**config.mk**
```make
export PLATFORM = sky130hd
export DESIGN_NAME = tl_sram_port_flat
export DESIGN_NICKNAME = d
export VERILOG_FILES = /design/src/rtl/tl_sram_port_pkg.sv /design/src/rtl/tl_sram_port_if.sv /design/src/rtl/tl_resp_fifo.sv /design/src/rtl/tl_sram_port.sv /design/src/flat_wrapper.sv
export SDC_FILE = /design/constraint.sdc
export NUM_CORES = 1
export LEC_CHECK = 0
export ABC_AREA = 1
export BUFFER_PORTS_ARGS = -buffer_cell sky130_fd_sc_hd__buf_2
export CELL_PAD_IN_SITES_DETAIL_PLACEMENT = 2
export CELL_PAD_IN_SITES_GLOBAL_PLACEMENT = 2
export CORE_MARGIN = 5
export CORE_UTILIZATION = 30
export CTS_BUF_LIST = sky130_fd_sc_hd__clkbuf_16
export CTS_CLUSTER_DIAMETER = 150
export CTS_CLUSTER_SIZE = 40
export DETAILED_ROUTE_END_ITERATION = 10
export GPL_TIMING_DRIVEN = 0
export PLACE_DENSITY_LB_ADDON = 0.1
export REMOVE_ABC_BUFFERS = 1
export SLEW_MARGIN = 20
export SYNTH_ARGS = -nofsm -noshare
export SYNTH_HDL_FRONTEND = slang
export SYNTH_SLANG_ARGS = --single-unit
export TNS_END_PERCENT = 100
```
**constraint.sdc**
```tcl
create_clock -name clk -period 8.56 [get_ports clk]
set_clock_uncertainty 0.1 [all_clocks]
set_input_delay 0.428 -clock clk [delete_from_list [all_inputs] [get_ports clk]]
set_output_delay 0.428 -clock clk [all_outputs]
set_load 0.01 [all_outputs]
```
**src/rtl/tl_sram_port_pkg.sv**
```systemverilog
// tl_sram_port shared definitions.
// Opcodes, response codes and FSM encoding.
package tl_sram_port_pkg;

  localparam logic [2:0] TL_OP_PUTFULL = 3'd0;
  localparam logic [2:0] TL_OP_PUTPART = 3'd1;
  localparam logic [2:0] TL_OP_GET     = 3'd4;

  localparam logic [2:0] TL_D_ACK      = 3'd0;
  localparam logic [2:0] TL_D_ACKDATA  = 3'd1;

  typedef enum logic [2:0] {
    ST_IDLE  = 3'd0,
    ST_WRITE = 3'd1,
    ST_READ  = 3'd2,
    ST_ACK   = 3'd3,
    ST_DENY  = 3'd4
  } state_e;

  function automatic logic op_legal(input logic [2:0] op);
    return (op == TL_OP_PUTFULL) ||
           (op == TL_OP_PUTPART) ||
           (op == TL_OP_GET);
  endfunction

endpackage

```
**src/rtl/tl_sram_port_if.sv**
```systemverilog
// TileLink-UL A/D channel pair.
// master drives A and d_ready; slave drives D and a_ready.
interface tl_sram_port_if #(
  parameter int DATA_W = 32,
  parameter int ADDR_W = 32,
  parameter int SRC_W  = 5
);
  logic              a_valid;
  logic              a_ready;
  logic [2:0]        a_opcode;
  logic [3:0]        a_size;
  logic [SRC_W-1:0]  a_source;
  logic [ADDR_W-1:0] a_address;
  logic [DATA_W/8-1:0] a_mask;
  logic [DATA_W-1:0] a_data;
  logic              a_corrupt;
  logic              d_valid;
  logic              d_ready;
  logic [2:0]        d_opcode;
  logic [3:0]        d_size;
  logic [SRC_W-1:0]  d_source;
  logic              d_denied;
  logic              d_corrupt;
  logic [DATA_W-1:0] d_data;

  modport master (
    output a_valid, a_opcode, a_size, a_source,
    output a_address, a_mask, a_data, a_corrupt,
    output d_ready,
    input  a_ready,
    input  d_valid, d_opcode, d_size, d_source,
    input  d_denied, d_corrupt, d_data
  );

  modport slave (
    input  a_valid, a_opcode, a_size, a_source,
    input  a_address, a_mask, a_data, a_corrupt,
    input  d_ready,
    output a_ready,
    output d_valid, d_opcode, d_size, d_source,
    output d_denied, d_corrupt, d_data
  );
endinterface

```
**src/rtl/tl_resp_fifo.sv**
```systemverilog
// 2-entry response buffer for read beats.
// Entry = {corrupt, data}.
module tl_resp_fifo #(
  parameter int W = 33
) (
  input  logic         clk,
  input  logic         rst,
  input  logic         push,
  input  logic [W-1:0] din,
  input  logic         pop,
  output logic [W-1:0] dout,
  output logic [1:0]   count,
  output logic         full,
  output logic         empty
);

  logic [W-1:0] mem_q [2];
  logic [W-1:0] mem_d [2];
  logic         wr_q, wr_d;
  logic         rd_q, rd_d;
  logic [1:0]   cnt_q, cnt_d;
  logic         pop_ok, push_ok;

  // Pointer/count update; push into a full FIFO only with a pop.
  always_comb begin
    mem_d   = mem_q;
    wr_d    = wr_q;
    rd_d    = rd_q;
    cnt_d   = cnt_q;
    pop_ok  = pop && (cnt_q != 2'd0);
    push_ok = push && ((cnt_q != 2'd2) || pop_ok);
    if (push_ok) begin
      mem_d[wr_q] = din;
      wr_d        = ~wr_q;
    end
    if (pop_ok) begin
      rd_d = ~rd_q;
    end
    cnt_d = cnt_q + {1'b0, push_ok} - {1'b0, pop_ok};
  end

  // Control state.
  always_ff @(posedge clk) begin
    if (rst) begin
      wr_q  <= 1'b0;
      rd_q  <= 1'b0;
      cnt_q <= 2'd0;
    end else begin
      wr_q  <= wr_d;
      rd_q  <= rd_d;
      cnt_q <= cnt_d;
    end
  end

  // Storage needs no reset; count gates visibility.
  always_ff @(posedge clk) begin
    mem_q <= mem_d;
  end

  assign dout  = mem_q[rd_q];
  assign count = cnt_q;
  assign full  = (cnt_q == 2'd2);
  assign empty = (cnt_q == 2'd0);

endmodule

```
**src/rtl/tl_sram_port.sv**
```systemverilog
// TileLink-UL slave onto a single-port sync SRAM.
// Bursts, byte masks, denial, 2-deep read buffer.
module tl_sram_port
  import tl_sram_port_pkg::*;
#(
  parameter int DATA_W       = 32,
  parameter int ADDR_W       = 32,
  parameter int SRAM_AW      = 10,
  parameter int SRC_W        = 5,
  parameter int MAX_BEATS_LG = 3
) (
  input  logic                clk,
  input  logic                rst,
  tl_sram_port_if.slave       tl,
  output logic                sram_en,
  output logic                sram_we,
  output logic [SRAM_AW-1:0]  sram_addr,
  output logic [DATA_W/8-1:0] sram_wmask,
  output logic [DATA_W-1:0]   sram_wdata,
  input  logic [DATA_W-1:0]   sram_rdata
);

  localparam int LG_B = $clog2(DATA_W / 8);
  localparam int BW   = MAX_BEATS_LG + 1;
  localparam int MB   = DATA_W / 8;

  state_e             state_q, state_d;
  logic [BW-1:0]      cnt_q, cnt_d;
  logic [BW-1:0]      iss_q, iss_d;
  logic [SRAM_AW-1:0] addr_q, addr_d;
  logic [2:0]         op_q, op_d;
  logic [SRC_W-1:0]   src_q, src_d;
  logic [3:0]         size_q, size_d;
  logic               get_q, get_d;
  logic               infl_q, infl_d;
  logic               act_q, act_d;

  logic [3:0]         ex;
  logic               size_ok, aligned, op_ok;
  logic               is_get, legal;
  logic [BW-1:0]      beats;
  logic [ADDR_W-1:0]  low_m;
  logic [SRAM_AW-1:0] base;
  logic [2:0]         mask_op;
  logic [MB-1:0]      wmask;

  logic               pop;
  logic [1:0]         f_cnt;
  logic               f_full, f_empty;
  logic [DATA_W:0]    f_head;
  logic [2:0]         f_use;
  logic [2:0]         f_lim;

  tl_resp_fifo #(.W(DATA_W + 1)) u_fifo (
    .clk   (clk),
    .rst   (rst),
    .push  (infl_q),
    .din   ({1'b0, sram_rdata}),
    .pop   (pop),
    .dout  (f_head),
    .count (f_cnt),
    .full  (f_full),
    .empty (f_empty)
  );

  // Request decode: beat count, legality, word address, write mask.
  always_comb begin
    ex = '0;
    if (tl.a_size > 4'(LG_B)) begin
      ex = tl.a_size - 4'(LG_B);
    end
    size_ok = (ex <= 4'(MAX_BEATS_LG));
    beats   = size_ok ? (BW'(1) << ex) : BW'(1);
    low_m   = ~({ADDR_W{1'b1}} << tl.a_size);
    aligned = ((tl.a_address & low_m) == '0);
    op_ok   = op_legal(tl.a_opcode);
    is_get  = (tl.a_opcode == TL_OP_GET);
    legal   = op_ok && size_ok && aligned;
    base    = tl.a_address[LG_B +: SRAM_AW];
    mask_op = (state_q == ST_IDLE) ? tl.a_opcode : op_q;
    wmask   = (mask_op == TL_OP_PUTPART) ? tl.a_mask : '1;
    if (tl.a_corrupt) begin
      wmask = '0;
    end
  end

  // FSM next state and all bus/SRAM outputs.
  always_comb begin
    state_d       = state_q;
    cnt_d         = cnt_q;
    iss_d         = iss_q;
    addr_d        = addr_q;
    op_d          = op_q;
    src_d         = src_q;
    size_d        = size_q;
    get_d         = get_q;
    infl_d        = 1'b0;
    act_d         = 1'b1;
    pop           = 1'b0;
    f_use         = {1'b0, f_cnt} + {2'b0, infl_q};
    f_lim         = 3'd2;
    tl.a_ready    = 1'b0;
    tl.d_valid    = 1'b0;
    tl.d_opcode   = TL_D_ACK;
    tl.d_denied   = 1'b0;
    tl.d_corrupt  = 1'b0;
    tl.d_data     = '0;
    tl.d_source   = src_q;
    tl.d_size     = size_q;
    sram_en       = 1'b0;
    sram_we       = 1'b0;
    sram_addr     = addr_q;
    sram_wmask    = '0;
    sram_wdata    = '0;

    unique case (state_q)
      ST_IDLE: begin
        tl.a_ready = act_q;
        if (tl.a_valid && act_q) begin
          src_d  = tl.a_source;
          size_d = tl.a_size;
          op_d   = tl.a_opcode;
          get_d  = is_get;
          if (!legal) begin
            state_d = ST_DENY;
            if (is_get) begin
              cnt_d = beats;
            end else if (op_ok && size_ok) begin
              cnt_d = beats - 1'b1;
            end else begin
              cnt_d = '0;
            end
          end else if (is_get) begin
            state_d = ST_READ;
            cnt_d   = beats;
            iss_d   = beats;
            addr_d  = base;
          end else begin
            sram_en    = 1'b1;
            sram_we    = 1'b1;
            sram_addr  = base;
            sram_wmask = wmask;
            sram_wdata = tl.a_data;
            addr_d     = base + 1'b1;
            cnt_d      = beats - 1'b1;
            state_d    = (beats == BW'(1)) ? ST_ACK : ST_WRITE;
          end
        end
      end
      ST_WRITE: begin
        tl.a_ready = 1'b1;
        if (tl.a_valid) begin
          sram_en    = 1'b1;
          sram_we    = 1'b1;
          sram_wmask = wmask;
          sram_wdata = tl.a_data;
          addr_d     = addr_q + 1'b1;
          cnt_d      = cnt_q - 1'b1;
          if (cnt_q == BW'(1)) begin
            state_d = ST_ACK;
          end
        end
      end
      ST_ACK: begin
        tl.d_valid = 1'b1;
        if (tl.d_ready) begin
          state_d = ST_IDLE;
        end
      end
      ST_READ: begin
        tl.d_valid   = !f_empty;
        tl.d_opcode  = TL_D_ACKDATA;
        tl.d_corrupt = !f_empty && f_head[DATA_W];
        tl.d_data    = f_empty ? '0 : f_head[DATA_W-1:0];
        pop          = !f_empty && tl.d_ready;
        f_lim        = 3'd2 + {2'b0, pop};
        if (pop) begin
          cnt_d = cnt_q - 1'b1;
          if (cnt_q == BW'(1)) begin
            state_d = ST_IDLE;
          end
        end
        // Slot budget counts the read in flight and frees on pop.
        if ((iss_q != '0) && (f_use < f_lim) &&
            !(f_full && !pop)) begin
          sram_en = 1'b1;
          infl_d  = 1'b1;
          iss_d   = iss_q - 1'b1;
          addr_d  = addr_q + 1'b1;
        end
      end
      ST_DENY: begin
        if (!get_q) begin
          if (cnt_q != '0) begin
            tl.a_ready = 1'b1;
            if (tl.a_valid) begin
              cnt_d = cnt_q - 1'b1;
            end
          end else begin
            tl.d_valid  = 1'b1;
            tl.d_denied = 1'b1;
            if (tl.d_ready) begin
              state_d = ST_IDLE;
            end
          end
        end else begin
          tl.d_valid   = 1'b1;
          tl.d_opcode  = TL_D_ACKDATA;
          tl.d_denied  = 1'b1;
          tl.d_corrupt = 1'b1;
          if (tl.d_ready) begin
            cnt_d = cnt_q - 1'b1;
            if (cnt_q == BW'(1)) begin
              state_d = ST_IDLE;
            end
          end
        end
      end
      default: begin
        state_d = ST_IDLE;
      end
    endcase

    // Reset silences everything immediately.
    if (rst) begin
      pop          = 1'b0;
      infl_d       = 1'b0;
      tl.a_ready   = 1'b0;
      tl.d_valid   = 1'b0;
      tl.d_opcode  = TL_D_ACK;
      tl.d_denied  = 1'b0;
      tl.d_corrupt = 1'b0;
      tl.d_data    = '0;
      tl.d_source  = '0;
      tl.d_size    = '0;
      sram_en      = 1'b0;
      sram_we      = 1'b0;
      sram_addr    = '0;
      sram_wmask   = '0;
      sram_wdata   = '0;
    end
  end

  // State registers; act_q holds a_ready low one cycle past reset.
  always_ff @(posedge clk) begin
    if (rst) begin
      state_q <= ST_IDLE;
      cnt_q   <= '0;
      iss_q   <= '0;
      addr_q  <= '0;
      op_q    <= '0;
      src_q   <= '0;
      size_q  <= '0;
      get_q   <= 1'b0;
      infl_q  <= 1'b0;
      act_q   <= 1'b0;
    end else begin
      state_q <= state_d;
      cnt_q   <= cnt_d;
      iss_q   <= iss_d;
      addr_q  <= addr_d;
      op_q    <= op_d;
      src_q   <= src_d;
      size_q  <= size_d;
      get_q   <= get_d;
      infl_q  <= infl_d;
      act_q   <= act_d;
    end
  end

endmodule

```
**src/flat_wrapper.sv**
```systemverilog
// flat-port wrapper written by rule: the top's interface ports become plain ports
module tl_sram_port_flat import tl_sram_port_pkg::*;
#(
  parameter int DATA_W       = 32,
  parameter int ADDR_W       = 32,
  parameter int SRAM_AW      = 10,
  parameter int SRC_W        = 5,
  parameter int MAX_BEATS_LG = 3
)
  (clk, rst, sram_en, sram_we, sram_addr, sram_wmask, sram_wdata, sram_rdata, tl_a_valid, tl_a_opcode, tl_a_size, tl_a_source, tl_a_address, tl_a_mask, tl_a_data, tl_a_corrupt, tl_d_ready, tl_a_ready, tl_d_valid, tl_d_opcode, tl_d_size, tl_d_source, tl_d_denied, tl_d_corrupt, tl_d_data);
  tl_sram_port_if #(.DATA_W(DATA_W), .ADDR_W(ADDR_W), .SRC_W(SRC_W)) tl_i ();
  input  logic clk;
  input  logic rst;
  output logic sram_en;
  output logic sram_we;
  output logic [SRAM_AW-1:0] sram_addr;
  output logic [DATA_W/8-1:0] sram_wmask;
  output logic [DATA_W-1:0] sram_wdata;
  input  logic [DATA_W-1:0] sram_rdata;
  input wire logic [$bits(tl_i.a_valid)-1:0] tl_a_valid;
  input wire logic [$bits(tl_i.a_opcode)-1:0] tl_a_opcode;
  input wire logic [$bits(tl_i.a_size)-1:0] tl_a_size;
  input wire logic [$bits(tl_i.a_source)-1:0] tl_a_source;
  input wire logic [$bits(tl_i.a_address)-1:0] tl_a_address;
  input wire logic [$bits(tl_i.a_mask)-1:0] tl_a_mask;
  input wire logic [$bits(tl_i.a_data)-1:0] tl_a_data;
  input wire logic [$bits(tl_i.a_corrupt)-1:0] tl_a_corrupt;
  input wire logic [$bits(tl_i.d_ready)-1:0] tl_d_ready;
  output wire logic [$bits(tl_i.a_ready)-1:0] tl_a_ready;
  output wire logic [$bits(tl_i.d_valid)-1:0] tl_d_valid;
  output wire logic [$bits(tl_i.d_opcode)-1:0] tl_d_opcode;
  output wire logic [$bits(tl_i.d_size)-1:0] tl_d_size;
  output wire logic [$bits(tl_i.d_source)-1:0] tl_d_source;
  output wire logic [$bits(tl_i.d_denied)-1:0] tl_d_denied;
  output wire logic [$bits(tl_i.d_corrupt)-1:0] tl_d_corrupt;
  output wire logic [$bits(tl_i.d_data)-1:0] tl_d_data;
  assign tl_i.a_valid = tl_a_valid;
  assign tl_i.a_opcode = tl_a_opcode;
  assign tl_i.a_size = tl_a_size;
  assign tl_i.a_source = tl_a_source;
  assign tl_i.a_address = tl_a_address;
  assign tl_i.a_mask = tl_a_mask;
  assign tl_i.a_data = tl_a_data;
  assign tl_i.a_corrupt = tl_a_corrupt;
  assign tl_i.d_ready = tl_d_ready;
  assign tl_a_ready = tl_i.a_ready;
  assign tl_d_valid = tl_i.d_valid;
  assign tl_d_opcode = tl_i.d_opcode;
  assign tl_d_size = tl_i.d_size;
  assign tl_d_source = tl_i.d_source;
  assign tl_d_denied = tl_i.d_denied;
  assign tl_d_corrupt = tl_i.d_corrupt;
  assign tl_d_data = tl_i.d_data;
  tl_sram_port #(.DATA_W(DATA_W), .ADDR_W(ADDR_W), .SRAM_AW(SRAM_AW), .SRC_W(SRC_W), .MAX_BEATS_LG(MAX_BEATS_LG)) u_core (.clk(clk), .rst(rst), .tl(tl_i), .sram_en(sram_en), .sram_we(sram_we), .sram_addr(sram_addr), .sram_wmask(sram_wmask), .sram_wdata(sram_wdata), .sram_rdata(sram_rdata));
endmodule
```
Word level (Yosys, flattened, before mapping)
Index checks and enable logic that the tools add are counted.
{"block": "word_totals", "regBits": 106, "latch_bits": 0, "ramBits": 0, "mem_bits_ro": 0, "inputBits": 117, "output_inout_bits": 96, "wordCells": 190, "memories": 0}
{"block": "op_classes", "add_sub_neg": 10, "multipliers": 0, "div": 0, "order_cmp": 6, "n_eq_ne": 21, "shifts": 2, "n_mux": 96, "n_bitwise": 7, "reduce_logical": 33}
{"op": "32-bit two-way mux", "n": 8}
{"op": "33-bit two-way mux", "n": 4}
{"op": "10-bit two-way mux", "n": 10}
{"op": "4-bit two-way mux", "n": 24}
{"op": "66-bit bitwise mux", "n": 1}
{"op": "32-bit one-hot mux with 2 select lines", "n": 1}
{"op": "3-bit two-way mux", "n": 13}
{"op": "33-bit demux with 1-bit select", "n": 1}
{"op": "32-bit bitwise AND", "n": 1}
{"op": "32-bit logical NOT", "n": 1}
{"op": "32-bit NOT", "n": 1}
{"op": "32-bit by 4-bit << shifter with 32-bit output, first input constant", "n": 1}
{"op": "10-bit one-hot mux with 3 select lines", "n": 1}
{"op": "1-bit two-way mux", "n": 21}
{"op": "10-bit by 1-bit adder with 10-bit output, second input constant", "n": 2}
{"op": "4-bit one-hot mux with 2 select lines", "n": 2}
{"op": "4-bit one-hot mux with 4 select lines", "n": 1}
{"op": "3-bit one-hot mux with 5 select lines", "n": 1}
{"op": "5-bit AND reduction", "n": 3}
{"op": "4-bit nonzero test", "n": 3}
{"op": "4-bit by 1-bit subtractor with 4-bit output, second input constant", "n": 3}
{"op": "1-bit logical AND", "n": 11}
{"op": "2-bit by 1-bit != test with 1-bit output, second input constant", "n": 5}
{"op": "3-bit by 1-bit equality test with 1-bit output, second input constant", "n": 3}
{"op": "other kinds (35)", "n": 53}

Depth between registers and ports, before layout
Gate-level depths: netlist of the first run.
{"block": "depth", "word_depth": 10, "depth_mapped": 16, "mapped_depth_nobuf": 15}

Cells and area by module
From an unflattened synthesis of the first run, not the netlist that was laid out.
{"block": "unflattened", "hier_cells": 868, "area_unflattened_um2": 6278.5}
{"mod": "tl_sram_port", "instances": 1, "cells_per_inst": 660, "area_per_inst_um2": 3623.5, "seq_area_each_um2": 720.7}
{"mod": "tl_resp_fifo", "instances": 1, "cells_per_inst": 208, "area_per_inst_um2": 2655.0, "seq_area_each_um2": 2062.0}

Least setup slack after synthesis of the first run
OpenSTA, ideal clock, no wires.
{"block": "synth_timing", "path_type": "register -> register", "from": "register u_core.state_q[0]", "to": "register u_core.u_fifo.mem_q[33] in the netlist's numbering (enable)", "setup_ns": 0.421, "arrival_time_ns": 2.452, "required_time_ns": 8.039, "path_slack_ns": 5.587, "path_stages_with_launch": 8, "n_path_buf": 0, "period_less_slack_ns": 2.973, "cell_sequence": "dfxtp_1 -> nor2_2 -> nand2_1 -> inv_2 -> nand3_1 -> inv_1 -> o21ai_2 -> nor2_1"}
{"block": "synth_via", "elab_chain_cells": 6}
{"element": "start, declared", "line_no": "tl_sram_port.sv:27", "rtl": "state_e state_q, state_d;"}
{"element": "start signal, assigned", "line_no": "tl_sram_port.sv:258", "rtl": "state_q <= state_d;"}
{"element": "3-bit by 2-bit equality test with 1-bit output", "line_no": "tl_sram_port.sv:116", "rtl": "unique case (state_q)"}
{"element": "1-bit two-way mux", "line_no": "tl_sram_port.sv:116"}
{"element": "1-bit two-way mux", "line_no": "tl_sram_port.sv:225", "rtl": "if (rst) begin"}
{"element": "1-bit logical AND", "line_no": "tl_resp_fifo.sv:30", "rtl": "pop_ok = pop && (cnt_q != 2'd0);"}
{"element": "named net u_core.u_fifo.pop_ok", "line_no": "tl_resp_fifo.sv:22", "rtl": "logic pop_ok, push_ok;"}
{"element": "1-bit logical OR", "line_no": "tl_resp_fifo.sv:31", "rtl": "push_ok = push && ((cnt_q != 2'd2) || pop_ok);"}
{"element": "1-bit logical AND", "line_no": "tl_resp_fifo.sv:31"}
{"element": "end signal, assigned", "line_no": "tl_resp_fifo.sv:57", "rtl": "mem_q <= mem_d;"}
{"element": "end, declared", "line_no": "tl_resp_fifo.sv:17", "rtl": "logic [W-1:0] mem_q [2];"}
The timed path passes the listed nets, and every way through them passes these cells.
A chain may end at the register's enable or synchronous reset.

Worst setup path in the final report of the first run
{"block": "layout_timing", "from": "register u_core.state_q[0]", "to": "output port sram_wdata[6]"}
{"block": "layout_via", "elab_chain_cells": 3, "word_cells_on_any_way": 4, "classes_between": "eq/ne (1); mux (2); reduce/logical (1)"}
{"element": "3-bit by 1-bit equality test with 1-bit output / 3-bit logical NOT (equally long branches)", "line_no": "tl_sram_port.sv:116"}
{"element": "32-bit one-hot mux with 2 select lines (*)", "line_no": "tl_sram_port.sv:116"}
{"element": "32-bit two-way mux (*)", "line_no": "tl_sram_port.sv:225"}
{"element": "end, declared", "line_no": "flat_wrapper.sv:18", "rtl": "output logic [DATA_W-1:0] sram_wdata;"}
Mark *: on every way between the ends. The rest lies on a longest branch, timed or not.

==> out/results.txt, run 1 <==
RSZ-0062 raised after global routing: false
global-route wire length before repair: 33,200 um
IO Port Bufs: 193
Final Cycle Share: 51.4%
syn_area_per_cell: 7.51 um2
area delta synth->final: 24.9%
leading area contributor after synthesis: edfxtp_1
Initial Utilization: 30.3%
Synth Area in Simple Gates: 28.4%
vias per std cell: 4.67
most common cell after layout, fill and taps aside: nand2_1
XOR/XNOR Fraction of Synth Area: 1.29%
hold_sp: sram_rdata[17]
startpoint types: register
postcts setup bufs: 0
final WL: 20,300 um
Max Cap Violations: 0
status: complete, no violations
CP startpoint: u_core.state_q[0]
drt initial violations: 193
clock buffer count from CTS: 9
multi-input logic area: 0.00279 mm2
antenna-violating nets left: 0
critical path data required time: 8.03 ns
Crit. End Element: primary output
H-tree depth: 3
most frequent cells in the layout: 199 x nand2_1, 193 x buf_2, 108 x inv_1
Die Ht: 153 um
achievable frequency: 227 MHz
Worst VDD drop: 0.0928 mV
total gr overflow: 0
routability cong.: 0.740
post-synth top area share: 31.4%
post-synthesis compound-gate area fraction: 11.9%
vias: 5,908
Cell Area, Synth: 0.00612 mm2
Most Used Layer, Global Route: met2
wire per inst: 16.0 um
met2 Use GR: 31.3%
Die W: 153 um
#FFs+latches synth: 104
dominant cells by area after synthesis: edfxtp_1 31%, dfxtp_1 13%, nand2_1 12%, inv_1 6.7%, nor2_1 6.4%
Min-Delay Path Class: input pin to register
CTS tree: yes
Netlist cell types: 37
Least-Margin Pin Slew: 1.03 ns
vias in the first global route: 6,368
Worst-Skew Late Latency: 0.36 ns
clock sink count: 104
post-synthesis sequential area ratio: 44.5%
estimated wirelength of the detail-placed design: 15,500 um
met3 Use GR: 3.41%
Antenna Cells: 0
Reg area: 0.00272 mm2
RR Startpoint: u_core.state_q[0]
setup violators final: 0
Total GRT Usage: 17.3%
setup ws final: 4.16 ns
row cnt: 52
clock input transition at the sequential cells of the worst setup and hold paths: 0.08 ns
mux cell area share after synthesis: 0%
clock buffer depth: 2
die footprint: 0.0233 mm2
layout net count: 1,123
cts hold-fix bufs: 0
CP Max Fanout: 38
YS warnings: 0
endpoints failing hold: 0
largest net degree at the start of global routing: 39
PostCTS Resize Cnt: 0
drt first pass iters: 4
Setup Crit Path Kind: register to primary output
Final Slew Violations: 0
Filler cells: 2,425
setup_tns: 0 ns
core area: 0.0202 mm2
Gate Count Post-Synth: 814
Adder-Cell Fraction of Synth Area: 3.48%
LEAKAGE: 3.77 nW
DRC: 0
Power Density: 158 mW/mm2
Root Buffer: clkbuf_16
GR Util met1: 22.0%
main combinational cell family by area after synthesis: simple AND/OR/NAND/NOR gates
dpl ws: 4.27 ns
share of layout cells above drive strength 1: 26.7%
relative slew slack: 31.1%
io pins: 213
initial antenna violation count: 0
post-layout min period: 4.40 ns
arrival time worst endpoint: 3.87 ns
metrics by stage:
stage	instances	utilization, %	hold slack, ns	power, mW	instance area (um2)
global route	1264	37.9	0.130	1.29	7640
CTS	1264	37.9	0.136	1.23	7640
finish	1264	37.9	0.154	1.21	7640
global placement	1246	35.9	0.347	0.785	7240
floorplan	783	-	0.332	0.705	5940
detailed placement	1248	36.3	0.352	0.791	7330
cell type report:
type | instances | share of cell area [%]
Clock buffer | 9 | 2.95
Clock inverter | 7 | 1.16
Inverter | 121 | 5.94
Multi-Input combinational cell | 558 | 36.5
Sequential cell | 104 | 35.6
Tap cell | 270 | 4.42
Timing Repair Buffer | 195 | 13.4
synth_stat cells, drive strengths merged:
library cell / count
xnor2: 1
o22ai: 4
nor3: 7
nor3b: 1
dfxtp: 40
ha: 17
inv: 120
edfxtp: 64
or2: 1
o31ai: 2
buf: 13
o21ai: 48
a21oi: 78
conb: 1
o22a: 1
clkinv: 1
nand3b: 1
o21bai: 1
a211oi: 1
nand4: 7
nor2: 128
xor2: 8
nand2: 207
clkbuf: 19
nand3: 41
a31oi: 2
sequential cells by signal, summed over array words and instances (netlist names):
name / cells
u_core.u_fifo.rd_q: 1
u_core.op_q: 3
u_core.u_fifo.count: 2
u_core.act_q: 1
u_core.infl_q: 1
u_core.u_fifo.wr_q: 1
u_core.u_fifo.mem_q: 64
u_core.src_q: 5
u_core.cnt_q: 4
u_core.iss_q: 4
u_core.get_q: 1
u_core.state_q: 3
u_core.addr_q: 10
u_core.size_q: 4
cell families after synthesis:
logic type | after synthesis
compound gates | 137
buf+inv | 153
simple gates | 393
flops | 104
other cells | 1
xor+xnor | 9
fa+ha+maj | 17
worst max-delay path: stages (launching register included):
cell	delay [ns]
dfxtp_1	0.35
nor2_2	0.15
nand2_2	0.12
nor2_1	0.77
nand3_1	0.87
nand2_1	0.36
nand2_4	0.43
nor2_1	0.25
buf_2	0.17
report_power, final:
group | internal, mW | switching, mW | total [mW] | leakage [nW]
registers | 0.547 | 0.0147 | 0.562 | 0.902
logic | 0.0743 | 0.141 | 0.215 | 2.72
clock network | 0.213 | 0.220 | 0.433 | 0.153
total | 0.835 | 0.376 | 1.21 | 3.77
per-layer routing:
metal / part of all wire, % / wire [um] / vias to the layer above
li1: - / - / 2940
met1: 45 / 9160 / 2853
met2: 51 / 10300 / 107
met3: 3.6 / 726 / 8
met4: 0.46 / 93 / 0
met5: 0 / 0 / -
path summary, 6_finish.rpt:
path	to	slack, ns	cells after the start
worst max-delay path	sram_wdata[6]	4.16	8
worst min-delay path	u_core.u_fifo.mem_q[17]	0.15	1
worst max register to register	u_core.state_q[0]	5.76	5
worst min register to register	u_core.src_q[3]	0.36	2
(Power assumes the default switching activity.)
==> inputs of run 2 (changes only) <==
Settings changed: CORE_UTILIZATION 30 to 25.
Clock period 8.56 ns to 4.02 ns, I/O delays scaled along.
==> out/results.txt, run 2 (same netlist as run 1, synthesis figures left out) <==
clock sink count: 104 (unchanged)
clock input transition at the sequential cells of the worst setup and hold paths: 0.08 ns (about the same)
LEAKAGE: 3.92 nW (+3.9%)
setup ws final: 0.558 ns (-3.61 ns)
Setup Crit Path Kind: register to primary output
critical path data required time: 3.72 ns (-4.31 ns)
setup violators final: 0 (unchanged)
Reg with most FFs: u_core.u_fifo.mem_q
relative slew slack: 49.8% (+19 points)
initial antenna violation count: 0 (unchanged)
biggest regs: u_core.u_fifo.mem_q (64), u_core.addr_q (10), u_core.src_q (5)
Max Cap Violations: 0 (unchanged)
clock buffer depth: 2 (unchanged)
achievable frequency: 289 MHz
startpoint types: register
most frequent cells in the layout: 199 x nand2_1, 193 x buf_2, 108 x inv_1
layout net count: 1,156 (+2.9%)
Final Cycle Share: 86.1%
arrival time worst endpoint: 3.16 ns (-0.71 ns)
core area: 0.0242 mm2 (+20%)
CP bufs+invs: 1 (unchanged)
cell repeated most along the worst path: nor2_2
wire per inst: 16.1 um (+0.69%)
Die Ht: 166 um (+8.9%)
Total GRT Usage: 15.5% (-1.8 points)
Worst VDD drop: 0.254 mV (+170%)
io pins: 213 (unchanged)
row cnt: 57 (+9.6%)
Min-Delay Path Class: input pin to register
CP Cell Sequence: nor2_2 -> nand2_2 -> nor2_2 -> nand3_2 -> nand2_1 -> nand2_4 -> nor2_1 -> buf_2
Antenna Cells: 0 (unchanged)
Power Density: 330 mW/mm2 (+110%)
IO Port Bufs: 193 (unchanged)
CP top delay family: simple AND/OR/NAND/NOR gates
Filler cells: 2,887 (+19%)
max reg flops: 64 (unchanged)
Crit. End Element: primary output
CP Max Fanout: 38 (unchanged)
area delta synth->final: 31.8%
most common cell after layout, fill and taps aside: nand2_1
Least-Margin Pin Slew: 0.752 ns (-0.275 ns)
endpoints failing hold: 0 (unchanged)
CTS tree: yes
global-route wire length before repair: 34,900 um (+5.0%)
final WL: 21,800 um (+7.6%)
Worst-Skew Late Latency: 0.36 ns (about the same)
die footprint: 0.0277 mm2 (+19%)
largest net degree at the start of global routing: 39 (unchanged)
Hold Worst Slack: 0.0245 ns (-0.130 ns)
H-tree depth: 3 (unchanged)
drt initial violations: 148 (-23%)
share of layout cells above drive strength 1: 26.2% (-0.47 points)
vias per std cell: 4.47 (-4.3%)
Root Buffer: clkbuf_16
routability cong.: 0.717 (-3.1%)
status: complete, no violations
CP peak stage delay: 0.54 ns (-0.33 ns)
DRC: 0 (unchanged)
RSZ-0062 raised after global routing: false
post-layout min period: 3.46 ns
dpl ws: 0.0762 ns (-4.19 ns)
vias in the first global route: 6,529 (+2.5%)
Initial Utilization: 25.3% (-5.0 points)
vias: 6,041 (+2.3%)
antenna-violating nets left: 0 (unchanged)
Slowest-stage cell, CP: nor2_2
Die W: 166 um (+8.9%)
estimated wirelength of the detail-placed design: 16,000 um (+3.4%)
drt first pass iters: 6 (+2)
postcts setup bufs: 0 (unchanged)
Final Slew Violations: 0 (unchanged)
total gr overflow: 0 (unchanged)
clock buffer count from CTS: 9 (unchanged)
## run 2: cell count changes in the layout (fill, tap and decap cells not counted), sizes merged
| cell | before | now |
|---|---|---|
| bufinv | 0 | 1 |
| buf | 195 | 196 |
| dlygate4sd3 | 0 | 32 |
| inv | 125 | 124 |
## run 2: power breakdown
part           switching [mW]  internal (mW)  leakage [nW]
logic                   0.312          0.179          2.86
registers              0.0309           1.17         0.902
clock network           0.467          0.502         0.156
## run 2: cell type report
class                   instances  area [um2]  share of cell area (%)
multi-input cells             558        2800                    34.7
flip-flops and latches        104        2720                    33.8
repair buffers                228        1360                    16.9
inverters                     121         455                    5.65
well taps                     324         405                    5.03
clock buffers                   9         225                    2.79
clock inverters                 7        92.6                    1.15
## run 2: worst paths after layout
path	startpoint	to	slack [ns]	depth (start not counted)
worst max-delay path	u_core.state_q[0]	sram_wmask[3]	0.56	8
worst min-delay path	tl_a_opcode[0]	u_core.op_q[0]	0.02	3
worst max register to register	u_core.state_q[0]	u_core.u_fifo.count[1]	1.34	12
worst min register to register	u_core.src_q[3]	u_core.src_q[3]	0.36	2
## run 2: per-layer routing
metal	routed length, um	GRT usage, %	vias up
met4	185	2.35	0
met1	9790	19.4	2915
li1	-	-	3006
met2	11100	28.1	108
met5	0	0	-
met3	681	3.00	12
## run 2: worst min-delay path, stage by stage
cell	delay (ns)
buf_2	0.11
nor2_1	0.05
nor2_1	0.08
## run 2: what timing repair did
| item | 4_1_cts | 5_1_grt |
|---|---|---|
| hold buffers | 32 | 0 |
| endpoints found under the setup margin | 38 | 0 |
| gates resized for setup | 1 | 0 |
| hold endpoints to repair | 64 | 0 |
## run 2: per-stage QoR
step                      TNS [ns]  power, mW  cell area, um2  utilization (%)  std cells
after floorplan                  0       1.50            5940                -        783
after global placement     -102.55       1.68            7310             30.2       1300
after detailed placement         0       1.70            7420             30.7       1303
after CTS                        0       2.71            8060             33.3       1351
after global routing             0       2.82            8060             33.3       1351
final                            0       2.66            8060             33.3       1351
==> inputs of run 3 (changes only) <==
Settings changed: REMOVE_ABC_BUFFERS 1 to unset.
==> out/results.txt, run 3 (same netlist as run 1, synthesis figures left out) <==
clock buffer depth: 2 (unchanged)
Clk pwr share: 35.9% (-0.6 points)
FF-to-FF setup slack: 1.20 ns (-0.14 ns)
cell repeated most along the worst path: nand2_1
setup violators final: 0 (unchanged)
wire per inst: 17.0 um (+5.5%)
r2r worst-path depth: 12 (unchanged)
IO Port Bufs: 192 (-0.52%)
largest net degree at the start of global routing: 24 (-38%)
fin cells: 1,381 (+2.2%)
row cnt: 57 (unchanged)
clock input transition at the sequential cells of the worst setup and hold paths: 0.08 ns (about the same)
global-route wire length before repair: 36,800 um (+5.5%)
multi-input logic area: 0.00278 mm2 (-0.72%)
die footprint: 0.0277 mm2 (unchanged)
Crit. End Element: primary output
worst flop-to-flop path endpoint: u_core.u_fifo.count[1]
post-route cell area: 0.00820 mm2 (+1.8%)
Final Cycle Share: 72.7% (-13 points)
CP top delay family: simple AND/OR/NAND/NOR gates
setup_tns: 0 ns (unchanged)
Least-Margin Pin Slew: 0.913 ns (+0.160 ns)
hold endpoint: u_core.src_q[4]
vias in the first global route: 6,527 (-0.031%)
critical path data required time: 3.72 ns (about the same)
Die Ht: 166 um (unchanged)
vias: 6,156 (+1.9%)
cts hold-fix bufs: 32 (unchanged)
switching part of the total: 32.1% (+1.6 points)
RSZ-0062 raised after global routing: false
Int Pwr: 1.81 mW (-2.0%)
estimated wirelength of the detail-placed design: 18,500 um (+15%)
achievable frequency: 342 MHz (+18%)
H-tree depth: 3 (unchanged)
Initial Utilization: 25.3% (unchanged)
drt initial violations: 215 (+45%)
hold depth: 3 (unchanged)
clock sink count: 104 (unchanged)
Max Cap Violations: 0 (unchanged)
Die W: 166 um (unchanged)
startpoint types: register
relative slew slack: 39.2% (-11 points)
postcts setup bufs: 0 (unchanged)
Root Buffer: clkbuf_16
Filler cells: 2,889 (+0.069%)
final WL: 23,500 um (+7.9%)
CP Cell Sequence: nor2_2 -> nand2_2 -> nor2_1 -> nand3_1 -> nand2_1 -> nand2_1 -> buf_6 -> buf_12 -> nor2_4 -> buf_2
DRC: 0 (unchanged)
CP peak stage delay: 0.55 ns (about the same)
initial antenna violation count: 0 (unchanged)
DP Area: 0.00756 mm2 (+1.9%)
Min-Delay Path Class: input pin to register
drt first pass iters: 6 (unchanged)
post-layout min period: 2.92 ns (-0.539 ns)
arrival time worst endpoint: 2.62 ns (-0.54 ns)
LEAKAGE: 3.99 nW (+1.6%)
CP Max Fanout: 10 (-74%)
total power draw: 2.66 mW (+0.30%)
Flop pwr share: 44.9% (about the same)
Antenna Cells: 0 (unchanged)
vias per std cell: 4.46 (-0.31%)
most common cell after layout, fill and taps aside: nand2_1
CP bufs+invs: 3 (+2)
Gate power share: 19.2% (+0.7 points)
PostCTS Resize Cnt: 0 (-1)
area delta synth->final: 34.1%
Psw: 0.855 mW (+5.6%)
total gr overflow: 0 (unchanged)
Total GRT Usage: 16.7% (+1.2 points)
CTS tree: yes
endpoints failing hold: 0 (unchanged)
Power Density: 325 mW/mm2 (-1.4%)
Final Slew Violations: 0 (unchanged)
clock buffer count from CTS: 9 (unchanged)
Worst-Skew Late Latency: 0.36 ns (about the same)
Reg with most FFs: u_core.u_fifo.mem_q
layout net count: 1,186 (+2.6%)
placed insts: 1,333 (+2.3%)
Slowest-stage cell, CP: nor2_1
max reg flops: 64 (unchanged)
status: complete, no violations
Worst VDD drop: 0.206 mV (-19%)
stages on the worst setup path: 10 (+2)
hold_sp: tl_a_source[4]
RR Startpoint: u_core.state_q[0]
Reg area: 0.00272 mm2 (about the same)
core area: 0.0242 mm2 (unchanged)
routability cong.: 0.741 (+3.3%)
biggest regs: u_core.u_fifo.mem_q (64), u_core.addr_q (10), u_core.src_q (5)
Setup Crit Path Kind: register to primary output
Core Util, Final: 33.9% (+0.58 points)
antenna-violating nets left: 0 (unchanged)
share of layout cells above drive strength 1: 25.8% (-0.36 points)
most frequent cells in the layout: 200 x nand2_1, 199 x buf_2, 109 x inv_1
io pins: 213 (unchanged)
## run 3: cell types whose count changed in the layout (fill, tap and decap cells not counted), moves of 2 or more
cell,change
inv_6,-2
clkbuf_1,+19
nand3_1,+2
nand3_2,-2
buf_4,+3
clkinv_8,+3
buf_2,+6
## run 3: how the worst max path moves through the flow
stage                      startpoint                      end
global route             tl_a_size[2]             sram_addr[6]
global placement    u_core.state_q[0]  u_core.u_fifo.mem_q[55]
CTS                      tl_a_size[2]             sram_addr[0]
finish              u_core.state_q[0]           sram_wdata[14]
floorplan           u_core.state_q[0]  u_core.u_fifo.mem_q[33]
detailed placement       tl_a_size[2]             sram_addr[0]
## run 3: final cells by class
| type | instances | area share [%] |
|---|---|---|
| Buffer | 32 | 2.20 |
| Sequential cell | 104 | 33.2 |
| Inverter | 121 | 5.54 |
| Tap cell | 324 | 4.94 |
| Clock buffer | 9 | 2.75 |
| Multi-Input combinational cell | 558 | 33.9 |
| Clock inverter | 7 | 1.24 |
| Timing Repair Buffer | 226 | 16.3 |
## run 3: routing by layer
metal | vias up | GRT usage (%) | part of all wire, %
li1 | 3070 | - | -
met1 | 2962 | 20.5 | 43
met2 | 113 | 30.5 | 52
met3 | 11 | 2.98 | 4.2
met4 | 0 | 3.24 | 0.80
met5 | - | 0 | 0
## run 3: stage by stage
step           worst slack [ns]  hold slack, ns
4_1_cts                    1.02         0.00705
3_3_place_gp             -0.340           0.289
3_5_place_dp               1.03           0.295
6_report                   1.10          0.0192
2_1_floorplan              1.05           0.200
5_1_grt                   0.880          0.0439
## run 3: worst min-delay path, stage by stage
cell and delay (ns):
buf_2 0.07, o21ai_0 0.07, a21oi_1 0.10
## run 3: power groups by stage
stage,combinational [mW],clock (mW),sequential (mW)
finish,0.511,0.957,1.20
global route,0.577,1.03,1.20
CTS,0.524,0.993,1.20
detailed placement,0.494,0,1.22
global placement,0.486,0,1.22
floorplan,0.301,0,1.21
